**config.mk**
```make
export PLATFORM = sky130hd
export DESIGN_NAME = obi_wrr_arbiter
export DESIGN_NICKNAME = d
export VERILOG_FILES = /design/src/rtl/obi_wrr_arbiter.sv
export SDC_FILE = /design/constraint.sdc
export NUM_CORES = 1
export LEC_CHECK = 0
export ABC_AREA = 1
export CAP_MARGIN = 5
export CELL_PAD_IN_SITES_DETAIL_PLACEMENT = 1
export CELL_PAD_IN_SITES_GLOBAL_PLACEMENT = 1
export CORE_AREA = 2 2 186 188
export DETAILED_ROUTE_END_ITERATION = 7
export DIE_AREA = 0 0 188 190
export PLACE_DENSITY_LB_ADDON = 0.25
export SYNTH_ARGS = -nofsm -noshare
export SYNTH_HDL_FRONTEND = slang
export SYNTH_SLANG_ARGS = --single-unit
```
**constraint.sdc**
```tcl
create_clock -name clk -period 7.85 [get_ports clk]
set_input_delay 1.1775 -clock clk [delete_from_list [all_inputs] [get_ports clk]]
set_output_delay 1.1775 -clock clk [all_outputs]
set_load 0.05 [all_outputs]
```
**src/rtl/obi_wrr_arbiter.sv**
```systemverilog
// obi_wrr_arbiter
// Weighted round-robin arbiter that shares one OBI subordinate port among
// NumMgr OBI managers (CombGnt=0, UseRReady=0, in-order responses).
//
// Ports:
//   clk, rst_n       clock, asynchronous active-high reset
//   weight_i         per-manager weight; manager k may take weight+1 grants in a row
//   mgr_*_i/_o       manager-side A channel (req/gnt/addr/we/be/wdata/aid) and
//                    R channel (rvalid per manager, rdata/rid/err broadcast)
//   sbr_*_o/_i       subordinate-side A channel and R channel
//   outstanding_o    owner FIFO occupancy
//   unexp_rsp_o      sticky flag: a response arrived with nothing outstanding
module obi_wrr_arbiter #(
    parameter int NumMgr      = 4,
    parameter int AddrWidth   = 32,
    parameter int DataWidth   = 32,
    parameter int IdWidth     = 5,
    parameter int MaxTrans    = 8,
    parameter int WeightWidth = 4
) (
    input  logic                          clk,
    input  logic                          rst_n,
    input  logic [NumMgr*WeightWidth-1:0] weight_i,
    input  logic [NumMgr-1:0]             mgr_req_i,
    output logic [NumMgr-1:0]             mgr_gnt_o,
    input  logic [NumMgr*AddrWidth-1:0]   mgr_addr_i,
    input  logic [NumMgr-1:0]             mgr_we_i,
    input  logic [NumMgr*DataWidth/8-1:0] mgr_be_i,
    input  logic [NumMgr*DataWidth-1:0]   mgr_wdata_i,
    input  logic [NumMgr*IdWidth-1:0]     mgr_aid_i,
    output logic [NumMgr-1:0]             mgr_rvalid_o,
    output logic [DataWidth-1:0]          mgr_rdata_o,
    output logic [IdWidth-1:0]            mgr_rid_o,
    output logic                          mgr_err_o,
    output logic                          sbr_req_o,
    input  logic                          sbr_gnt_i,
    output logic [AddrWidth-1:0]          sbr_addr_o,
    output logic                          sbr_we_o,
    output logic [DataWidth/8-1:0]        sbr_be_o,
    output logic [DataWidth-1:0]          sbr_wdata_o,
    output logic [IdWidth-1:0]            sbr_aid_o,
    input  logic                          sbr_rvalid_i,
    input  logic [DataWidth-1:0]          sbr_rdata_i,
    input  logic [IdWidth-1:0]            sbr_rid_i,
    input  logic                          sbr_err_i,
    output logic [$clog2(MaxTrans+1)-1:0] outstanding_o,
    output logic                          unexp_rsp_o
);

    localparam int BeWidth = DataWidth / 8;
    localparam int IdxW    = $clog2(NumMgr);
    localparam int CntW    = $clog2(MaxTrans + 1);
    localparam int PtrW    = (MaxTrans > 1) ? $clog2(MaxTrans) : 1;

    typedef enum logic {
        UNLOCKED = 1'b0,
        LOCKED   = 1'b1
    } lock_e;

    lock_e                  lock_q, lock_d;
    logic [IdxW-1:0]        sel_q, sel_d;
    logic [IdxW-1:0]        ptr_q, ptr_d;
    logic [WeightWidth-1:0] credit_q, credit_d;
    logic [IdxW-1:0]        fifo_q [MaxTrans];
    logic [PtrW-1:0]        wr_ptr_q, rd_ptr_q;
    logic [CntW-1:0]        cnt_q;
    logic                   unexp_q;

    logic [IdxW-1:0]        winner, scan_idx, head;
    logic [WeightWidth-1:0] ptr_weight, win_weight;
    logic                   handshake, pop, fifo_full;

    function automatic logic [IdxW-1:0] next_idx(input logic [IdxW-1:0] idx);
        return (idx == IdxW'(NumMgr - 1)) ? '0 : idx + 1'b1;
    endfunction

    function automatic logic [PtrW-1:0] next_ptr(input logic [PtrW-1:0] p);
        return (p == PtrW'(MaxTrans - 1)) ? '0 : p + 1'b1;
    endfunction

    // Weights of the current pointer holder and of the winner.
    always_comb begin
        ptr_weight = '0;
        win_weight = '0;
        for (int k = 0; k < NumMgr; k++) begin
            if (ptr_q == IdxW'(k)) ptr_weight = weight_i[k*WeightWidth +: WeightWidth];
            if (winner == IdxW'(k)) win_weight = weight_i[k*WeightWidth +: WeightWidth];
        end
    end

    // First requester after the pointer; the scan wraps back onto the
    // pointer itself so a lone requester with spent credit still wins.
    always_comb begin
        int  j;
        logic found;
        j        = 0;
        found    = 1'b0;
        scan_idx = ptr_q;
        for (int i = 1; i <= NumMgr; i++) begin
            j = int'(ptr_q) + i;
            if (j >= NumMgr) j = j - NumMgr;
            if (!found && mgr_req_i[IdxW'(j)]) begin
                found    = 1'b1;
                scan_idx = IdxW'(j);
            end
        end
    end

    always_comb begin
        if (lock_q == LOCKED) begin
            winner = sel_q;
        end else if (mgr_req_i[ptr_q] && (credit_q <= ptr_weight)) begin
            winner = ptr_q;
        end else begin
            winner = scan_idx;
        end
    end

    // Lock FSM: state register.
    always_ff @(posedge clk or posedge rst_n) begin
        if (rst_n) begin
            lock_q <= UNLOCKED;
            sel_q  <= '0;
        end else begin
            lock_q <= lock_d;
            sel_q  <= sel_d;
        end
    end

    // Lock FSM: an issued but ungranted request freezes the selection.
    always_comb begin
        lock_d = lock_q;
        sel_d  = sel_q;
        if (handshake) begin
            lock_d = UNLOCKED;
        end else if (sbr_req_o) begin
            lock_d = LOCKED;
            sel_d  = winner;
        end
    end

    // Lock FSM outputs: request/grant and the A-channel mux. Reset gates the
    // request so nothing is issued while the block is held in reset.
    always_comb begin
        fifo_full   = (cnt_q == CntW'(MaxTrans));
        sbr_req_o   = (|mgr_req_i) & ~fifo_full & ~rst_n;
        handshake   = sbr_req_o & sbr_gnt_i;
        mgr_gnt_o   = '0;
        sbr_addr_o  = '0;
        sbr_we_o    = 1'b0;
        sbr_be_o    = '0;
        sbr_wdata_o = '0;
        sbr_aid_o   = '0;
        for (int k = 0; k < NumMgr; k++) begin
            if (winner == IdxW'(k)) begin
                mgr_gnt_o[k] = handshake;
                sbr_addr_o   = mgr_addr_i[k*AddrWidth +: AddrWidth];
                sbr_we_o     = mgr_we_i[k];
                sbr_be_o     = mgr_be_i[k*BeWidth +: BeWidth];
                sbr_wdata_o  = mgr_wdata_i[k*DataWidth +: DataWidth];
                sbr_aid_o    = mgr_aid_i[k*IdWidth +: IdWidth];
            end
        end
    end

    // Credit bookkeeping. A zero-weight newcomer uses its single grant at
    // once, so the pointer moves past it straight away.
    always_comb begin
        ptr_d    = ptr_q;
        credit_d = credit_q;
        if (handshake) begin
            if (winner == ptr_q) begin
                if (credit_q < ptr_weight) begin
                    credit_d = credit_q + 1'b1;
                end else begin
                    ptr_d    = next_idx(winner);
                    credit_d = '0;
                end
            end else if (win_weight == '0) begin
                ptr_d    = next_idx(winner);
                credit_d = '0;
            end else begin
                ptr_d    = winner;
                credit_d = WeightWidth'(1);
            end
        end
    end

    always_ff @(posedge clk or posedge rst_n) begin
        if (rst_n) begin
            ptr_q    <= '0;
            credit_q <= '0;
        end else begin
            ptr_q    <= ptr_d;
            credit_q <= credit_d;
        end
    end

    // Owner FIFO and response routing.
    always_comb begin
        head         = fifo_q[rd_ptr_q];
        pop          = sbr_rvalid_i & (cnt_q != '0);
        mgr_rvalid_o = '0;
        for (int k = 0; k < NumMgr; k++) begin
            mgr_rvalid_o[k] = pop & (head == IdxW'(k));
        end
        mgr_rdata_o   = sbr_rdata_i;
        mgr_rid_o     = sbr_rid_i;
        mgr_err_o     = sbr_err_i;
        outstanding_o = cnt_q;
        unexp_rsp_o   = unexp_q;
    end

    always_ff @(posedge clk or posedge rst_n) begin
        if (rst_n) begin
            for (int k = 0; k < MaxTrans; k++) fifo_q[k] <= '0;
            wr_ptr_q <= '0;
            rd_ptr_q <= '0;
            cnt_q    <= '0;
            unexp_q  <= 1'b0;
        end else begin
            if (handshake) begin
                fifo_q[wr_ptr_q] <= winner;
                wr_ptr_q         <= next_ptr(wr_ptr_q);
            end
            if (pop) rd_ptr_q <= next_ptr(rd_ptr_q);
            if (handshake && !pop) begin
                cnt_q <= cnt_q + 1'b1;
            end else if (!handshake && pop) begin
                cnt_q <= cnt_q - 1'b1;
            end
            if (sbr_rvalid_i && (cnt_q == '0)) unexp_q <= 1'b1;
        end
    end

endmodule
```
After elaboration in Yosys (flattened, before gate mapping)
Cells that the tools add are included.
{ "word_totals": {"register_bits": 36, "output_inout_bits": 126, "word_cells": 173} }
{ "classes": {"addsub": 14, "order_cmp": 14, "eq_ne": 14, "mux": 78, "bitwise_logic": 13, "reduce_logical": 24} }
{ "op_table": {"columns": ["op", "count"], "rows": [
  ["2-to-1 mux 32 bit", 8],
  ["2-to-1 mux 4 bit", 16],
  ["2-to-1 mux 2 bit", 17],
  ["2-to-1 mux 1 bit", 23],
  ["2-to-1 mux 5 bit", 4],
  ["bitwise mux 16 bit", 1],
  ["< comparator 2 x 4 -> 1 bit (second input constant)", 4],
  ["== test 2 bit (second input constant)", 6],
  ["binary-select mux 1 bit (select 2 bit)", 5],
  ["greater-or-equal comparator 3 bit (second input constant)", 3],
  ["adder 4 x 1 -> 4 bit (second input constant)", 2],
  ["AND 1 bit", 8],
  ["greater-or-equal comparator 4 bit (second input constant)", 2],
  ["logical AND 1 bit", 8],
  ["zero test 4 bit", 2],
  ["inverter 3 -> 4 bit", 2],
  ["subtractor 2 x 1 -> 2 bit (second input constant)", 4],
  ["adder 2 x 2 -> 3 bit (second input constant)", 2],
  ["adder 3 x 1 -> 3 bit (second input constant)", 2],
  ["binary-select mux 2 bit (select 3 bit)", 1],
  ["demux 2 bit (select 3 bit)", 1],
  ["== test 2 x 1 -> 1 bit (second input constant)", 3],
  ["== test 3 bit (second input constant)", 2],
  ["zero test 2 bit", 3],
  ["other kinds (19)", 28]
]} }

Logic depth before layout (Yosys ltp)
{ "depth": {"depth_word": 26, "depth_mapped": 36} }

Worst setup path before layout
Ideal clock, no wire load.
{ "synth_path": {"path_type": "input-to-output", "start": "input port weight_i[1]", "end": "output port sbr_wdata_o[15]", "arrival_time_ps": 5067, "required_ps": 6673, "slack_ps": 1605, "stages": 26, "n_path_buf": 3, "path_cell_list": "nand3_1 -> nand2_1 -> o21ai_0 -> nand2_1 -> o21ai_0 -> ha_1 -> inv_1 -> o21bai_1 -> nand2_1 -> nand2_1 -> inv_1 -> nor2_1 -> inv_1 -> nand2_1 -> nand2_1 -> nand2_1 -> nand2_2 -> nand2_4 -> buf_2 -> inv_1 -> ha_1 -> nor2_1 -> clkbuf_1 -> buf_1 -> a221oi_1 -> o31ai_1"} }
{ "synth_between": {"elab_chain_cells": 13, "elab_cells_between_ends": 16} }
{ "synth_lines": {"columns": ["element", "line", "source"], "rows": [
  ["start, declared", "23", "input logic [NumMgr*WeightWidth-1:0] weight_i,"],
  ["2-to-1 mux 4 bit * (4 in a row)", "86", "if (ptr_q == IdxW'(k)) ptr_weight = weight_i[k*WeightWidth +: WeightWidth];"],
  ["<= comparator 4 bit *", "112", "end else if (mgr_req_i[ptr_q] && (credit_q <= ptr_weight)) begin"],
  ["logical AND 1 bit *", "112", null],
  ["2-to-1 mux 2 bit *", "112", null],
  ["2-to-1 mux 2 bit *", "110", "if (lock_q == LOCKED) begin"],
  ["named net winner[0]", "69", "logic [IdxW-1:0] winner, scan_idx, head;"],
  ["zero test 2 bit", "155", "if (winner == IdxW'(k)) begin"],
  ["2-to-1 mux 32 bit (3 in a row)", "155", null],
  ["2-to-1 mux 32 bit *", "155", null],
  ["end, declared", "40", "output logic [DataWidth-1:0] sbr_wdata_o,"]
]} }
Mark *: on every way through the listed nets, which the timed path passes. The rest lies on a longest branch.

Worst setup path in the final report
{ "layout_path": {"start": "input port weight_i[1]", "end": "output port sbr_addr_o[23]"} }
{ "layout_between": {"elab_chain_cells": 13, "elab_cells_between_ends": 16} }
{ "layout_lines": {"columns": ["element", "line", "source"], "rows": [
  ["2-to-1 mux 4 bit * (4 in a row)", "86", null],
  ["<= comparator 4 bit *", "112", null],
  ["logical AND 1 bit *", "112", null],
  ["2-to-1 mux 2 bit *", "112", null],
  ["2-to-1 mux 2 bit *", "110", null],
  ["named net winner[0]", "69", null],
  ["zero test 2 bit", "155", null],
  ["2-to-1 mux 32 bit (3 in a row)", "155", null],
  ["2-to-1 mux 32 bit *", "155", null],
  ["end, declared", "37", "output logic [AddrWidth-1:0] sbr_addr_o,"]
]} }
Marks and branches as above.

==> qor.csv <==
stage,metric,value,unit
die,num_rows,68,
worst_setup_path,end_kind,output port,
final_layout,finalNetCount,1475,
sta,tightest_slew,0.767,ns
worst_setup_path,critPathKind,input port to output port,
routing,vias,6846,
routing,drt_iter0_drc,285,
worst_setup_path,critPathMostFrequentCell,nand2_1,
synthesis,syn_nets,1138,
place,dp_hpwl,31.1,mm
grt,grt_max_degree,77,
sta,slew_headroom,0.488,
clock_network,clk_pin_slew,0.06,ns
synthesis,ys_warn_count,0,
synthesis,ys_types,35,
sta,fin_skew,0.00361,ns
synthesis,syn_area_per_cell,6.50,um^2
sta,maxSlewViolCount,0,
synthesis,syn_area,0.00493,mm^2
place,gp_congestion,0.889,
sta,rsz0062_at_grt,no,
synthesis,synthArstFlopShare,1.00,
routing,wire_per_inst,23.2,um
worst_setup_path,critPathRequiredTime,6.67,ns
final_layout,multi_input_area,0.00335,mm^2
die,die_y,190,um
die,die_w,188,um
sta,setup_viol,0,
clock_network,cts_setup_buffers,0,
clock_network,cts.sinks,36,
synthesis,ys_seq_area_frac,0.183,
sta,timing.final.crit_share,0.900,
clock_network,cts_tree,done,
worst_setup_path,crit_start,weight_i[1],
status,outcome,"finished, final reports clean",
clock_network,htreeDepth,2,
worst_setup_path,timing.rr.end,ptr_q[0],
worst_setup_path,crit-reg2reg-launch,ptr_q[0],
die,core_area,0.0339,mm^2
sta,max_freq,141,MHz
final_layout,seq_area,901,um^2
die,start_util,0.145,
worst_setup_path,reg2reg_depth,29,
clock_network,cts_hold_buf,0,
grt,grt-ovfl-total,0,
routing,viasPerCell,4.41,
routing,route.detailed.drc,0,
final_layout,area_growth,89.3,%
grt,grt_pass1_wl,49.5,mm
die,num_io_pins,484,
synthesis,synth-edff-count,0,
final_layout,n_antenna_cell,0,
synthesis,synthFlopType,dfrtp_1,
grt,grt_pass1_vias,7084,
worst_setup_path,worst-endpoint-arrival,5.89,ns
final_layout,final_common_cell,clkdlybuf4s50_1,
clock_network,numCtsBuffers,5,
clock_network,cts_resized,0,
die,dieArea,0.0357,mm^2
grt,groute.usage.overall,0.191,
worst_setup_path,worstPathMaxFanout,45,
final_layout,drive_above_1_share,0.0811,
sta,hold_viol,0,
sta,tns,0,ns
sta,finalCriticalPeriod,7.07,ns
clock_network,clk_latency,0.28,ns
worst_setup_path,crit_path_end,sbr_addr_o[23],
place,portBuffers,407,
worst_hold_path,min_path_type,flip-flop to flip-flop,
clock_network,clockBufferDepth,2,
worst_setup_path,cp_slowest_cell,clkdlybuf4s50_1,
worst_setup_path,start_kind,input port,
final_layout,final_cell_mix,"clkdlybuf4s50_1 (379), nand2_1 (173), nor2_1 (112)",
synthesis,syn_inst,759,
worst_setup_path,max_stage_delay,0.86,ns
grt,antenna_found_initial,2,
flow_run,maxCapViolCount,0,
routing,drtPass1Iterations,4,
clock_network,clockRootBuffer,clkbuf_16,
synthesis,synth-seq-cells,36,
final_layout,fillers,4120,
worst_setup_path,r2r_slack,2.90,ns
routing,wirelength,36.1,mm
routing,detail-route-antenna-nets,0,
final_layout,final_util,0.275,
==> registers in the layout, summed over array words and instances (netlist names) <==
signal / count
ptr_q: 2
unexp_rsp_o: 1
rd_ptr_q: 3
credit_q: 4
wr_ptr_q: 3
fifo_q: 16
lock_q: 1
sel_q: 2
outstanding_o: 4
==> per-stage QoR <==
| step | std cells | hold slack (ns) | area (um^2) | worst slack, ns |
|---|---|---|---|---|
| floorplan | 759 | 0.446 | 4930 | 1.61 |
| global placement | 1544 | 0.463 | 9190 | 0.787 |
| detailed placement | 1544 | 0.473 | 9190 | 0.723 |
| CTS | 1552 | 0.486 | 9340 | 0.676 |
| global route | 1552 | 0.510 | 9340 | 0.204 |
| finish | 1552 | 0.476 | 9340 | 0.782 |
==> how the worst min path moves through the flow <==
stage / startpoint / end / slack [ns] / cells after the start
global route: fifo_q[10] / fifo_q[10] / 0.51 / 2
detailed placement: unexp_rsp_o / unexp_rsp_o / 0.47 / 1
global placement: sel_q[1] / sel_q[1] / 0.46 / 2
CTS: unexp_rsp_o / unexp_rsp_o / 0.49 / 1
floorplan: sel_q[0] / sel_q[0] / 0.45 / 2
finish: unexp_rsp_o / unexp_rsp_o / 0.48 / 1
==> cell type report <==
cell class	instances	share of cell area
Multi-Input combinational cell	577	0.358
Inverter	55	0.0232
Clock inverter	3	0.00201
Timing Repair Buffer	421	0.446
Sequential cell	36	0.0965
Clock buffer	5	0.0134
Tap cell	455	0.0610
==> cell families after synthesis <==
kind of cell	count (synthesis)	synth area share
buffers and inverters	146	0.144
DFF	36	0.183
muxes	1	0.00228
adders and majority gates	21	0.0548
and+or+nand+nor	339	0.294
AOI/OAI and AO/OA	210	0.312
xor gates and xnor gates	6	0.0107
==> cells in the mapped netlist (5+ instances only) <==
library cell	n	area share
o22ai_1	5	0.0063
nand2_1	173	0.13
inv_1	50	0.038
nand3_1	21	0.021
buf_4	38	0.058
o31ai_1	74	0.11
ha_1	20	0.051
dfrtp_1	36	0.18
clkbuf_1	47	0.036
nand2_4	6	0.014
a21oi_1	10	0.010
nand2_2	10	0.013
a221oi_1	74	0.13
nor2_1	113	0.086
o21ai_0	39	0.040
==> worst max-delay path, delay by kind of cell <==
| kind | cells | cell delay (ns) |
|---|---|---|
| buffers and inverters | 7 | 1.97 |
| and+or+nand+nor | 12 | 1.37 |
| AOI/OAI and AO/OA | 5 | 0.76 |
| adders and majority gates | 2 | 0.55 |
==> metal layers <==
metal,vias up,GRT usage,share of wire
li1,3310,-,-
met1,3223,0.200,0.36
met2,269,0.371,0.55
met3,40,0.0498,0.067
met4,4,0.0509,0.027
met5,-,0.00137,0.00061
Power is left out: the tool's default activity adds up to more than one toggle a clock period on the data nets, which glitch-free logic cannot reach.
==> variant 1, RTL diff (same settings) <==
Change the parameter `DataWidth` from 32 to 16.
--- a/src/rtl/obi_wrr_arbiter.sv
+++ b/src/rtl/obi_wrr_arbiter.sv
@@ -15,3 +15,3 @@
     parameter int AddrWidth   = 32,
-    parameter int DataWidth   = 32,
+    parameter int DataWidth   = 16,
     parameter int IdWidth     = 5,
Interface: changed (6 resized); port bits go from 484 to 362. The function was not compared with the original's and may differ.
==> variant 1 against the unedited design <==
Critical path depth down 4; worst setup slack better by 0.27 ns; design area down 14%; count of clock-buffer cells in the layout up 1; clock skew about the same; area after synthesis down 12%; routed wire length down 29%; synthesized cell count down 14%; critical endpoint is now sbr_addr_o[19]; critical path type unchanged; non-clock buffer count down 95; first-iteration DRC count down 24%; sequential cell count unchanged.
Power is not shown: default switching activity piles up to over one toggle a cycle in this logic, so the estimate is an artifact.
==> variant 1: results (changes against the unedited design) <==
status=finished clean; CTS root buf=clkbuf_16; via count=5694 (-17%); worst r2r path cells=32 (+10%); starting DRC count in detailed routing=216 (-24%); routed len/inst=18.5 µm (-21%); largest family of logic cells by synthesized area=simple AND/OR/NAND/NOR gates; syn_nets=945 (-17%); first-pass GRT wire length=37700 µm (-24%); nets@finish=1215 (-18%); largest net degree at the start of global routing=58 (-25%); Max stage delay on crit path=0.89 ns (+0.03 ns); dpl cells=1372 (-11%); WHS Path Cells=1 (unchanged); Slew Limit Fails=0 (unchanged); number of antenna violations at the first check in global routing=0 (-2); Netlist cell types=37 (+5.7%); share of cells above drive strength 1=0.0649 (-0.0163); XOR/XNOR Fraction of Synth Area=0.0121 (+0.00147); Num CTS Buffers=5 (unchanged); final wirelength=25500 µm (-29%); Clock Skews=0.00392 ns (+0.000310 ns); sequential element share of the synthesized area=0.208 (+0.0251); Compound-Gate Fraction of Synth Area=0.289 (-0.0226); Port Buffers=317 (-22%); hpwl dp=20400 µm (-34%); Least-Margin Pin Slew=0.652 ns (-0.115 ns); pre-CTS setup slack=0.930 ns (+0.207 ns); Post-DP Area=7890 µm² (-14%); Commonest cells post-synth=nand2_1 (156), nor2_1 (93), a221oi_1 (56), o31ai_1 (56); post-synthesis adder-cell area fraction=0.0623 (+0.00754); mean post-synth cell area=6.63 µm² (+2.0%); biggest fanout along the worst timing path=55 (+22%); post-synthesis mux area share=0.00260 (+0.000314); Fillers=4136 (+0.39%); vias in the first global route=5992 (-15%); # diodes=0 (unchanged); largest cells by area after synthesis=dfrtp_1 (21%), nand2_1 (14%), a221oi_1 (11%), o31ai_1 (9.7%), nor2_1 (8.1%); routability cong.=0.802 (-9.8%); GRT Overall Usage=0.135 (-0.0551)
## variant 1: cell count changes after synthesis, moves of 2 or more
cell,change
nor2_1,-20
o21ai_0,+5
inv_1,-6
clkbuf_1,-12
nand2_1,-17
o41ai_1,-3
nand2_2,+2
o31ai_1,-18
nand3_1,-4
a221oi_1,-18
buf_4,-16
## variant 1: final cells by class
class,instances,area (µm²),area share
timing repair buffer,326,3290,0.409
tap,455,569,0.0708
multi-input combinational,506,2940,0.365
clock inverter,2,10.0,0.00125
clock buffer,6,139,0.0173
inverter,49,194,0.0241
sequential,36,901,0.112
## variant 1: cells by family after synthesis
group	Yosys count
multiplexers	1
XOR/XNOR	6
AO/OA/AOI/OAI	177
AND/OR/NAND/NOR	301
buffers and inverters	112
adder cells (fa/ha/maj)	21
flip-flops	36
## variant 1: layer usage
metal	part of all wire	vias up	GRT usage
met1	0.43	2679	0.170
met2	0.50	207	0.244
met5	0	-	0
met4	0.0065	0	0.0136
li1	-	2796	-
met3	0.067	12	0.0301
## variant 1: final timing paths
kind / start / end / slack (ns)
setup reg to reg: ptr_q[1] / ptr_q[0] / 3.07
hold / removal: unexp_rsp_o / unexp_rsp_o / 0.48
setup / recovery: weight_i[1] / sbr_addr_o[19] / 1.05
max in group asynchronous: rst_n / fifo_q[0] / 6.18
min in group asynchronous: rst_n / outstanding_o[2] / 1.31
hold reg to reg: unexp_rsp_o / unexp_rsp_o / 0.48
==> variant 2, RTL diff (same flow settings) <==
Made on the original files. Register the output `mgr_err_o`, with the module's reset; this adds one clock of latency there. The other outputs are not delayed to match.
--- a/src/rtl/obi_wrr_arbiter.sv
+++ b/src/rtl/obi_wrr_arbiter.sv
@@ -59,2 +59,4 @@
 
+    logic mgr_err_d;
+
     lock_e                  lock_q, lock_d;
@@ -208,3 +210,3 @@
         mgr_rid_o     = sbr_rid_i;
-        mgr_err_o     = sbr_err_i;
+        mgr_err_d     = sbr_err_i;
         outstanding_o = cnt_q;
@@ -235,2 +237,10 @@
 
+    always_ff @(posedge clk or posedge rst_n) begin
+        if (rst_n) begin
+            mgr_err_o <= '0;
+        end else begin
+            mgr_err_o <= mgr_err_d;
+        end
+    end
+
 endmodule
Behaviour: not the same (Yosys sat finds a counterexample within 4 cycles, from zero or initial values and one cycle with rst_n high).
==> variant 2 against the unedited design <==
Design area increased by 0.70%; sequential cell count rose by 1; worst setup slack lost 0.12 ns; first-iteration DRC count is 7.4% lower; area after synthesis increased by 0.74%; routed wire length down 8.2%; synthesized cell count down 0.92%; core utilization rose by 0.19 points.
Power is not shown: default switching activity piles up to over one toggle a cycle in this logic, so the estimate is an artifact.
==> variant 2: results (changes against the unedited design) <==
status=finished clean; number of flip-flops in the largest register=16 (unchanged); drt pass-1 iters=5 (+1); critical path endpoint=sbr_addr_o[4]; routability cong.=0.845 (-5.0%); Worst Path Arrival=6.01 ns (+0.12 ns); Commonest cells post-synth=nand2_1 (170), nor2_1 (107), a221oi_1 (74), o31ai_1 (74), clkbuf_1 (45); syn_nets=1131 (-0.62%); biggest fanout along the worst timing path=55 (+22%); number of antenna violations at the first check in global routing=2 (unchanged); starting DRC count in detailed routing=264 (-7.4%); GRT Overall Usage=0.175 (-0.0151); Max stage delay on crit path=0.86 ns (about the same); largest cells by area after synthesis=dfrtp_1 (19%), a221oi_1 (13%), nand2_1 (13%), o31ai_1 (11%), nor2_1 (8.1%); nets@finish=1470 (-0.34%); first-pass GRT wire length=47400 µm (-4.3%); Clock Skews=0.00354 ns (-0.0000739 ns); Netlist cell types=39 (+11%); share of cells above drive strength 1=0.105 (+0.0242); largest reg by FF count=fifo_q; Port Buffers=409 (+0.49%); final wirelength=33100 µm (-8.2%); Main synth FF type=dfrtp_1; vias in the first global route=6941 (-2.0%); worst r2r path cells=29 (unchanged); Post-CTS Resized=0 (unchanged); Reg2Reg Setup Slack=2.72 ns (-0.18 ns); # diodes=0 (unchanged); cell count after synthesis=752 (-0.92%); Max-slew headroom=0.362 (-0.126); CTS root buf=clkbuf_16; sequential element share of the synthesized area=0.186 (+0.00370); Vias/cell=4.42 (+0.19%); via count=6837 (-0.13%); hpwl dp=27100 µm (-13%); largest net degree at the start of global routing=79 (+2.6%)
variant 2: changes by cell type after synthesis, sizes merged, moves of 2 or more:
cell | unedited run | this run
nor2 | 116 | 110
clkbuf | 47 | 45
inv | 55 | 50
o21ai | 41 | 45
variant 2: final cells by class:
cell class                      instances  area, µm²
Inverter                               50        200
Clock buffer                            6        129
Timing Repair Buffer                  422       4140
Tap cell                              455        569
Clock inverter                          2       38.8
Fill cell                            4064      24500
Sequential cell                        37        926
Multi-Input combinational cell        575       3400
variant 2: per-layer routing:
layer / up-vias / GRT usage / part of all wire
met4: 4 / 0.0191 / 0.0059
met5: - / 0 / 0.00072
met3: 22 / 0.0708 / 0.10
met1: 3211 / 0.231 / 0.44
met2: 304 / 0.277 / 0.45
li1: 3296 / - / -
variant 2: cells by family (layout without fill, tap and decap cells):
family                     Yosys count  count (layout)  share of synthesized area
DFF                                 37              37                      0.186
xor gates and xnor gates             6               6                     0.0106
muxes                                1               1                    0.00227
adders and majority gates           21              21                     0.0544
AOI/OAI and AO/OA                  214             214                      0.316
buffers and inverters              140             480                      0.138
and+or+nand+nor                    333             333                      0.292
variant 2: worst reg2reg max path, delay by kind of cell (launching register included):
family                     cells  cell delay (ns)
xor gates and xnor gates       1             0.17
DFF                            1             0.60
and+or+nand+nor               14             1.15
buffers and inverters          5             0.74
AOI/OAI and AO/OA              6             0.89
adders and majority gates      3             1.49
variant 2: per-stage QoR:
step           setup WS, ns  instance area [µm²]   util  hold WS [ns]
2_1_floorplan          1.59                 4970      -         0.446
3_3_place_gp          0.780                 9230  0.272         0.466
3_5_place_dp          0.661                 9230  0.272         0.461
4_1_cts               0.655                 9400  0.277         0.487
5_1_grt               0.164                 9400  0.277         0.504
6_report              0.659                 9400  0.277         0.479
